File: src/rtl/obstacle_field.sv
// obstacle_field: N_OBST asteroid slots with LFSR spawning, bounce/exit motion, registered
// draw flag and frame-latched ship collision. Define OBST_WRAP_EN for vertical wrap-around.
`default_nettype none

module obstacle_field #(
    parameter int          N_OBST       = 4,
    parameter int          SCREEN_CORDW = 16,
    parameter int          H_RES        = 640,
    parameter int          V_RES        = 480,
    parameter int          OBST_SIZE    = 40,
    parameter int          SPAWN_FRAMES = 30,
    parameter logic [15:0] LFSR_SEED    = 16'hACE1
) (
    input  logic                    clk_pix,
    input  logic                    rst,
    input  logic                    en,
    input  logic                    frame,
    input  logic [SCREEN_CORDW-1:0] screen_x,
    input  logic [SCREEN_CORDW-1:0] screen_y,
    input  logic                    ship_drawing,
    output logic                    obst_drawing,
    output logic [N_OBST-1:0]       active_mask,
    output logic                    collision,
    output logic [N_OBST-1:0]       collision_mask,
    output logic [7:0]              hit_count
);

    localparam int CW = SCREEN_CORDW;
    localparam int TW = (SPAWN_FRAMES > 1) ? $clog2(SPAWN_FRAMES) : 1;
    localparam logic [CW:0]   X_MAX  = (CW+1)'(H_RES - OBST_SIZE);
    localparam logic [CW:0]   Y_LIM  = (CW+1)'(V_RES);
    localparam logic [CW:0]   SIZE   = (CW+1)'(OBST_SIZE);
    localparam logic [TW-1:0] T_LAST = TW'(SPAWN_FRAMES - 1);

    logic [15:0]       lfsr_r;
    logic [CW-1:0]     x_r  [N_OBST];
    logic [CW-1:0]     y_r  [N_OBST];
    logic signed [1:0] dx_r [N_OBST];
    logic [2:0]        dy_r [N_OBST];
    logic [N_OBST-1:0] hit_acc_r;
    logic [N_OBST-1:0] slot_hit_r;
    logic [TW-1:0]     timer_r;

    logic [N_OBST-1:0] cover_s;
    logic [N_OBST-1:0] spawn_sel_s;
    logic              spawn_due_s;
    logic signed [1:0] spawn_dx_s;
    logic [N_OBST-1:0] act_nx_s;
    logic [CW-1:0]     x_nx_s  [N_OBST];
    logic [CW-1:0]     y_nx_s  [N_OBST];
    logic signed [1:0] dx_nx_s [N_OBST];
    logic [2:0]        dy_nx_s [N_OBST];
    logic [8:0]        hit_sum_s;

    function automatic logic [3:0] popcount(input logic [N_OBST-1:0] v);
        logic [3:0] c;
        c = 4'd0;
        for (int i = 0; i < N_OBST; i++) begin
            c = c + {3'd0, v[i]};
        end
        return c;
    endfunction

    assign collision = |collision_mask;
    assign hit_sum_s = {1'b0, hit_count} + {5'd0, popcount(hit_acc_r)};

    // Coverage of the current beam position by each active slot.
    always_comb begin
        cover_s = '0;
        for (int i = 0; i < N_OBST; i++) begin
            cover_s[i] = active_mask[i]
                && ({1'b0, screen_x} >= {1'b0, x_r[i]})
                && ({1'b0, screen_x} < ({1'b0, x_r[i]} + SIZE))
                && ({1'b0, screen_y} >= {1'b0, y_r[i]})
                && ({1'b0, screen_y} < ({1'b0, y_r[i]} + SIZE));
        end
    end

    // Frame-boundary next state: retire on hit, otherwise move, otherwise maybe spawn.
    always_comb begin
        logic              found;
        logic [CW:0]       y_sum;
        logic signed [CW+1:0] x_sum;
        found       = 1'b0;
        y_sum       = '0;
        x_sum       = '0;
        spawn_sel_s = '0;
        spawn_due_s = (timer_r == T_LAST);
        for (int i = 0; i < N_OBST; i++) begin
            if (!active_mask[i] && !found) begin
                spawn_sel_s[i] = 1'b1;
                found          = 1'b1;
            end else begin
                spawn_sel_s[i] = 1'b0;
            end
        end
        case (lfsr_r[13:12])
            2'b00:   spawn_dx_s = -2'sd1;
            2'b11:   spawn_dx_s = 2'sd1;
            default: spawn_dx_s = 2'sd0;
        endcase
        for (int i = 0; i < N_OBST; i++) begin
            act_nx_s[i] = active_mask[i];
            x_nx_s[i]   = x_r[i];
            y_nx_s[i]   = y_r[i];
            dx_nx_s[i]  = dx_r[i];
            dy_nx_s[i]  = dy_r[i];
            y_sum = {1'b0, y_r[i]} + {{(CW-2){1'b0}}, dy_r[i]};
            x_sum = $signed({2'b00, x_r[i]}) + $signed({{CW{dx_r[i][1]}}, dx_r[i]});
            if (active_mask[i] && hit_acc_r[i]) begin
                act_nx_s[i] = 1'b0;
            end else if (active_mask[i]) begin
                if (y_sum >= Y_LIM) begin
`ifdef OBST_WRAP_EN
                    y_nx_s[i] = '0;
`else
                    act_nx_s[i] = 1'b0;
                    y_nx_s[i]   = y_sum[CW-1:0];
`endif
                end else begin
                    y_nx_s[i] = y_sum[CW-1:0];
                end
                // Bounce holds x in place for one frame and reverses direction.
                if (x_sum[CW+1] || (x_sum > $signed({1'b0, X_MAX}))) begin
                    dx_nx_s[i] = -dx_r[i];
                end else begin
                    x_nx_s[i] = x_sum[CW-1:0];
                end
            end else if (spawn_due_s && spawn_sel_s[i]) begin
                act_nx_s[i] = 1'b1;
                x_nx_s[i]   = {{(CW-9){1'b0}}, lfsr_r[8:0]};
                y_nx_s[i]   = '0;
                dy_nx_s[i]  = 3'd1 + {1'b0, lfsr_r[11:10]};
                dx_nx_s[i]  = spawn_dx_s;
            end else begin
                act_nx_s[i] = 1'b0;
            end
        end
    end

    // All field state: LFSR, draw/hit pipeline, collision latch and per-slot registers.
    always_ff @(posedge clk_pix or posedge rst) begin
        if (rst) begin
            lfsr_r         <= LFSR_SEED;
            obst_drawing   <= 1'b0;
            slot_hit_r     <= '0;
            hit_acc_r      <= '0;
            collision_mask <= '0;
            active_mask    <= '0;
            hit_count      <= 8'd0;
            timer_r        <= '0;
            for (int i = 0; i < N_OBST; i++) begin
                x_r[i]  <= '0;
                y_r[i]  <= '0;
                dx_r[i] <= 2'sd0;
                dy_r[i] <= 3'd0;
            end
        end else begin
            lfsr_r       <= {lfsr_r[14:0], lfsr_r[15] ^ lfsr_r[13] ^ lfsr_r[12] ^ lfsr_r[10]};
            slot_hit_r   <= en ? cover_s : '0;
            obst_drawing <= en && (|cover_s);
            if (frame) begin
                hit_acc_r <= '0;
                if (en) begin
                    collision_mask <= hit_acc_r;
                    hit_count      <= hit_sum_s[8] ? 8'hFF : hit_sum_s[7:0];
                    timer_r        <= spawn_due_s ? '0 : timer_r + TW'(1);
                    active_mask    <= act_nx_s;
                    for (int i = 0; i < N_OBST; i++) begin
                        x_r[i]  <= x_nx_s[i];
                        y_r[i]  <= y_nx_s[i];
                        dx_r[i] <= dx_nx_s[i];
                        dy_r[i] <= dy_nx_s[i];
                    end
                end else begin
                    collision_mask <= '0;
                end
            end else if (en) begin
                hit_acc_r <= hit_acc_r | (ship_drawing ? slot_hit_r : '0);
            end else begin
                hit_acc_r <= '0;
            end
        end
    end

endmodule

`default_nettype wire
File: config.mk
export PLATFORM = sky130hd
export DESIGN_NAME = obstacle_field
export DESIGN_NICKNAME = d
export VERILOG_FILES = /design/src/rtl/obstacle_field.sv
export SDC_FILE = /design/constraint.sdc
export NUM_CORES = 1
export LEC_CHECK = 0
export CORE_MARGIN = 3
export CORE_UTILIZATION = 55
export CTS_BUF_LIST = sky130_fd_sc_hd__clkbuf_4
export CTS_CLUSTER_SIZE = 24
export DETAILED_ROUTE_END_ITERATION = 6
export PLACE_DENSITY = 0.75
export SLEW_MARGIN = 30
export SYNTH_ARGS = -nofsm -noshare
export SYNTH_HDL_FRONTEND = slang
export SYNTH_SLANG_ARGS = --single-unit
File: constraint.sdc
create_clock -name clk_pix -period 6.5 [get_ports clk_pix]
set_input_delay 1.3 -clock clk_pix [delete_from_list [all_inputs] [get_ports clk_pix]]
set_output_delay 1.3 -clock clk_pix [all_outputs]
set_load 0.005 [all_outputs]
==> flow_metrics.env <==
export IMPL_vias=17700
export IMPL_crit_buf_inv=0
export IMPL_critPathLaunchType="register"
export IMPL_fin_crit_ps=4560
export IMPL_layout_cells_non_filler=2801
export IMPL_place_inst=2767
export IMPL_power_switching_w=0.00288
export IMPL_critPathTopFamily="compound AO/OA/AOI/OAI gates"
export IMPL_max_stage_delay_ps=870
export IMPL_cp_required_ps=7060
export IMPL_cpMostUsedCell="a21o_1"
export IMPL_wl_met2_um=24700
export IMPL_wl_per_cell_um=19.4
export IMPL_drc=0
export IMPL_grt_pass1_wl_um=88900
export IMPL_clk_pin_slew_ps=190
export IMPL_drv_cap=0
export IMPL_pwr_share_clk_pct=12.2
export IMPL_setup_viol=0
export IMPL_power_leakage_nw=9.18
export IMPL_fp_row_count=68
export IMPL_crit_slowest_cell="dfrtp_1"
export IMPL_numCtsBuffers=17
export IMPL_antenna_found_initial=2
export IMPL_avgSynthCellArea_um2=8.47
export IMPL_syn_cell_area_mm2=0.0196
export IMPL_finalWeightedCongestion=0.922
export IMPL_synth_area_leaders="dfrtp_1 24%, ha_1 21%, xnor2_1 5.3%"
export IMPL_highest_layer="met4"
export IMPL_die_area_mm2=0.0379
export IMPL_viasPerCell=6.31
export IMPL_vdd_ir_drop_worst_v=0.000281
export IMPL_min_path_type="register to register"
export IMPL_cts_resized_gates=0
export IMPL_crit_type="register to register"
export IMPL_final_nets=2704
export IMPL_final_max_slew_viol_count=0
export IMPL_drtIter0Drc=1287
export IMPL_swShare_pct=47.6
export IMPL_wl_met1_um=25100
export IMPL_fmax_ghz=0.219
export IMPL_grt_max_degree=74
export IMPL_cts_sinks=194
export IMPL_cp_arrival_ps=5120
export IMPL_insertion_delay_ps=680
export IMPL_rr_endpoint="x_r[4]"
export IMPL_min_delay_start="lfsr_r[14]"
export IMPL_crit_fanout=21
export IMPL_dpl_hpwl_um=42000
export IMPL_syn_num_nets=2689
export IMPL_yosysWarnings=0
export IMPL_p_per_area_mw_per_mm2=290
export IMPL_grt_pass1_vias=17200
export IMPL_worstPathCellList="ha_1 -> a21o_1 -> a21o_1 -> o21ai_2 -> o21ai_1 -> a311o_1 -> a211oi_1 -> mux2_2 -> or4_1 -> a21oi_4 -> mux2_1"
export IMPL_die_w_um=195
export IMPL_final_layout_size_suffix_gt1_share_pct=4.39
export IMPL_r2r_start="dx_r[1]"
export IMPL_cts_tree="yes"
export IMPL_ys_seq_area_share_pct=24.8
export IMPL_min_to="lfsr_r[15]"
export IMPL_r2r_slack_ps=1940
export IMPL_finalClockSkew_ps=39.8
export IMPL_area_growth_pct=6.43
export IMPL_yosysUniqueCellTypes=87
export IMPL_p_int_w=0.00317
export IMPL_root_buffer="clkbuf_4"
export IMPL_first_pass_iters=5
export IMPL_globalRouteOverflowTotal=0
export IMPL_die_h_um=195
export IMPL_wl_met3_um=3270
export IMPL_ctsHoldBuffers=0
export IMPL_track_usage_pct=28.5
export IMPL_routed_wirelength_um=54500
export IMPL_hold_viol=0
export IMPL_start_util_pct=56.3
export IMPL_rsz0062_at_grt="no"
export IMPL_synth_ff_type="dfrtp_1"
export IMPL_comb_power_share_pct=59.7
export IMPL_fillers=3016
export IMPL_portBuffers=54
export IMPL_cts_setup_buffers=0
export IMPL_h_tree_depth=4
export IMPL_fin_setup_tns_ps=0
export IMPL_synth_seq_cells=194
export IMPL_coreArea_mm2=0.0348
export IMPL_status="complete, no violations"
export IMPL_p_seq_share_pct=28.1
export IMPL_crit_path_end_kind="register"
export IMPL_yosys_area_top_type="dfrtp_1"
export IMPL_synth_top_area_share_pct=23.7
export IMPL_synth_edf_count=0
export IMPL_clockBufferDepth=2
export IMPL_ios=55
export IMPL_ff2ff_path_depth=11
export IMPL_async_flop_share_pct=100
export IMPL_netlist_instances=2316
export IMPL_layout_worst_path_cycle_share_pct=70.1
export IMPL_ant_nets=0
export IMPL_worst_slew_pin_transition_ps=874
export IMPL_slew_headroom_pct=41.7
export IMPL_worstHoldPathCells=0
export IMPL_holdWs_ps=373
==> synthesized netlist by cell type (all sizes together) (15+ instances only) <==
cell,number
nor2,160
a21oi,178
nor3,51
xnor2,119
xor2,31
o21ai,205
or3,22
nor2b,28
a211oi,22
and2,20
nand4,35
o21a,34
a21o,46
a2111oi,16
o31ai,15
clkbuf,62
nand2b,26
ha,325
nand3,83
dfrtp,186
nand2,137
o211ai,21
a31oi,29
o22ai,23
mux2i,43
mux2,22
inv,187
==> cells in the final DEF (no fill, tap or decap), drive strengths merged, types with 21 or more instances in the layout <==
cell type	count
xnor2	119
dfrtp	186
ha	325
a21oi	178
a31oi	29
nand2	137
o21ai	205
mux2i	43
nand4	35
or3	22
nor2b	28
xor2	31
nand3	83
a21o	46
nor2	160
o22ai	23
nor3	51
a211oi	22
nand2b	26
clkdlybuf4s50	54
mux2	22
o211ai	21
o21a	34
inv	190
==> kinds of logic (layout without fill, tap and decap cells) <==
family                   count (synthesis)  after routing  synth area share [%]
adder cells (fa/ha/maj)                336            336                  21.9
buffers and inverters                  259            287                  5.09
AO/OA/AOI/OAI                          695            695                  22.7
flip-flops                             194            194                  24.8
AND/OR/NAND/NOR                        617            617                  15.4
other                                    0              2                     0
XOR/XNOR                               150            150                  6.70
multiplexers                            65             65                  3.46
==> per-stage QoR <==
stage	cell area, um2	setup WS [ps]	power, W	util, %
after global placement	20500	2090	0.00512	59.0
after CTS	20900	1960	0.00601	59.9
after floorplan	19600	2700	0.00442	-
after global routing	20900	1700	0.00661	60.0
final	20900	1940	0.00604	60.0
after detailed placement	20500	1950	0.00525	59.0
==> flip-flops by register name, summed over array words and instances, names as in the netlist <==
signal          flops
dy_r               12
collision_mask      4
slot_hit_r          4
active_mask         4
y_r                64
hit_acc_r           4
dx_r                8
x_r                64
obst_drawing        1
lfsr_r             16
timer_r             5
hit_count           8
==> worst reg2reg max path, cell delays in order (launching register included) <==
cell and delay, ps:
dfrtp_1 870, ha_1 430, a21o_1 200, a21o_1 190, o21ai_2 190, o21ai_1 130, a311o_1 370, a211oi_1 250
mux2_2 350, or4_1 550, a21oi_4 550, mux2_1 390
==> routing by layer <==
layer  global-route usage (%)  vias up
li1                         -     8529
met1                     39.6     8497
met2                     46.0      546
met3                     3.92       91
met4                     9.37        0
met5                        0        -
==> power by group through the flow <==
stage / sequential (W) / clock (W) / combinational (W)
final: 0.00170 / 0.000735 / 0.00361
after global routing: 0.00173 / 0.000800 / 0.00408
after CTS: 0.00169 / 0.000753 / 0.00357
after detailed placement: 0.00171 / 0 / 0.00354
after global placement: 0.00170 / 0 / 0.00341
after floorplan: 0.00159 / 0 / 0.00283
==> cell type report <==
type	count	area [um2]	area share, %
tap	455	569	2.73
clock buffer	17	128	0.612
antenna	2	5.00	0.0240
clock inverter	15	196	0.941
multi-input combinational	1863	13800	65.9
sequential	194	4860	23.3
inverter	188	709	3.40
timing repair buffer	67	642	3.08
==> how the worst max path moves through the flow <==
stage | startpoint | end | slack [ps] | cells past startpoint
global placement | frame | dx_r[7] | 2090 | 7
finish | dx_r[1] | x_r[4] | 1940 | 11
CTS | dx_r[1] | x_r[4] | 1960 | 11
floorplan | rst | active_mask[0] | 2700 | 1
detailed placement | frame | dx_r[7] | 1950 | 7
global route | dx_r[1] | x_r[0] | 1700 | 11
(Power assumes the default switching activity.)
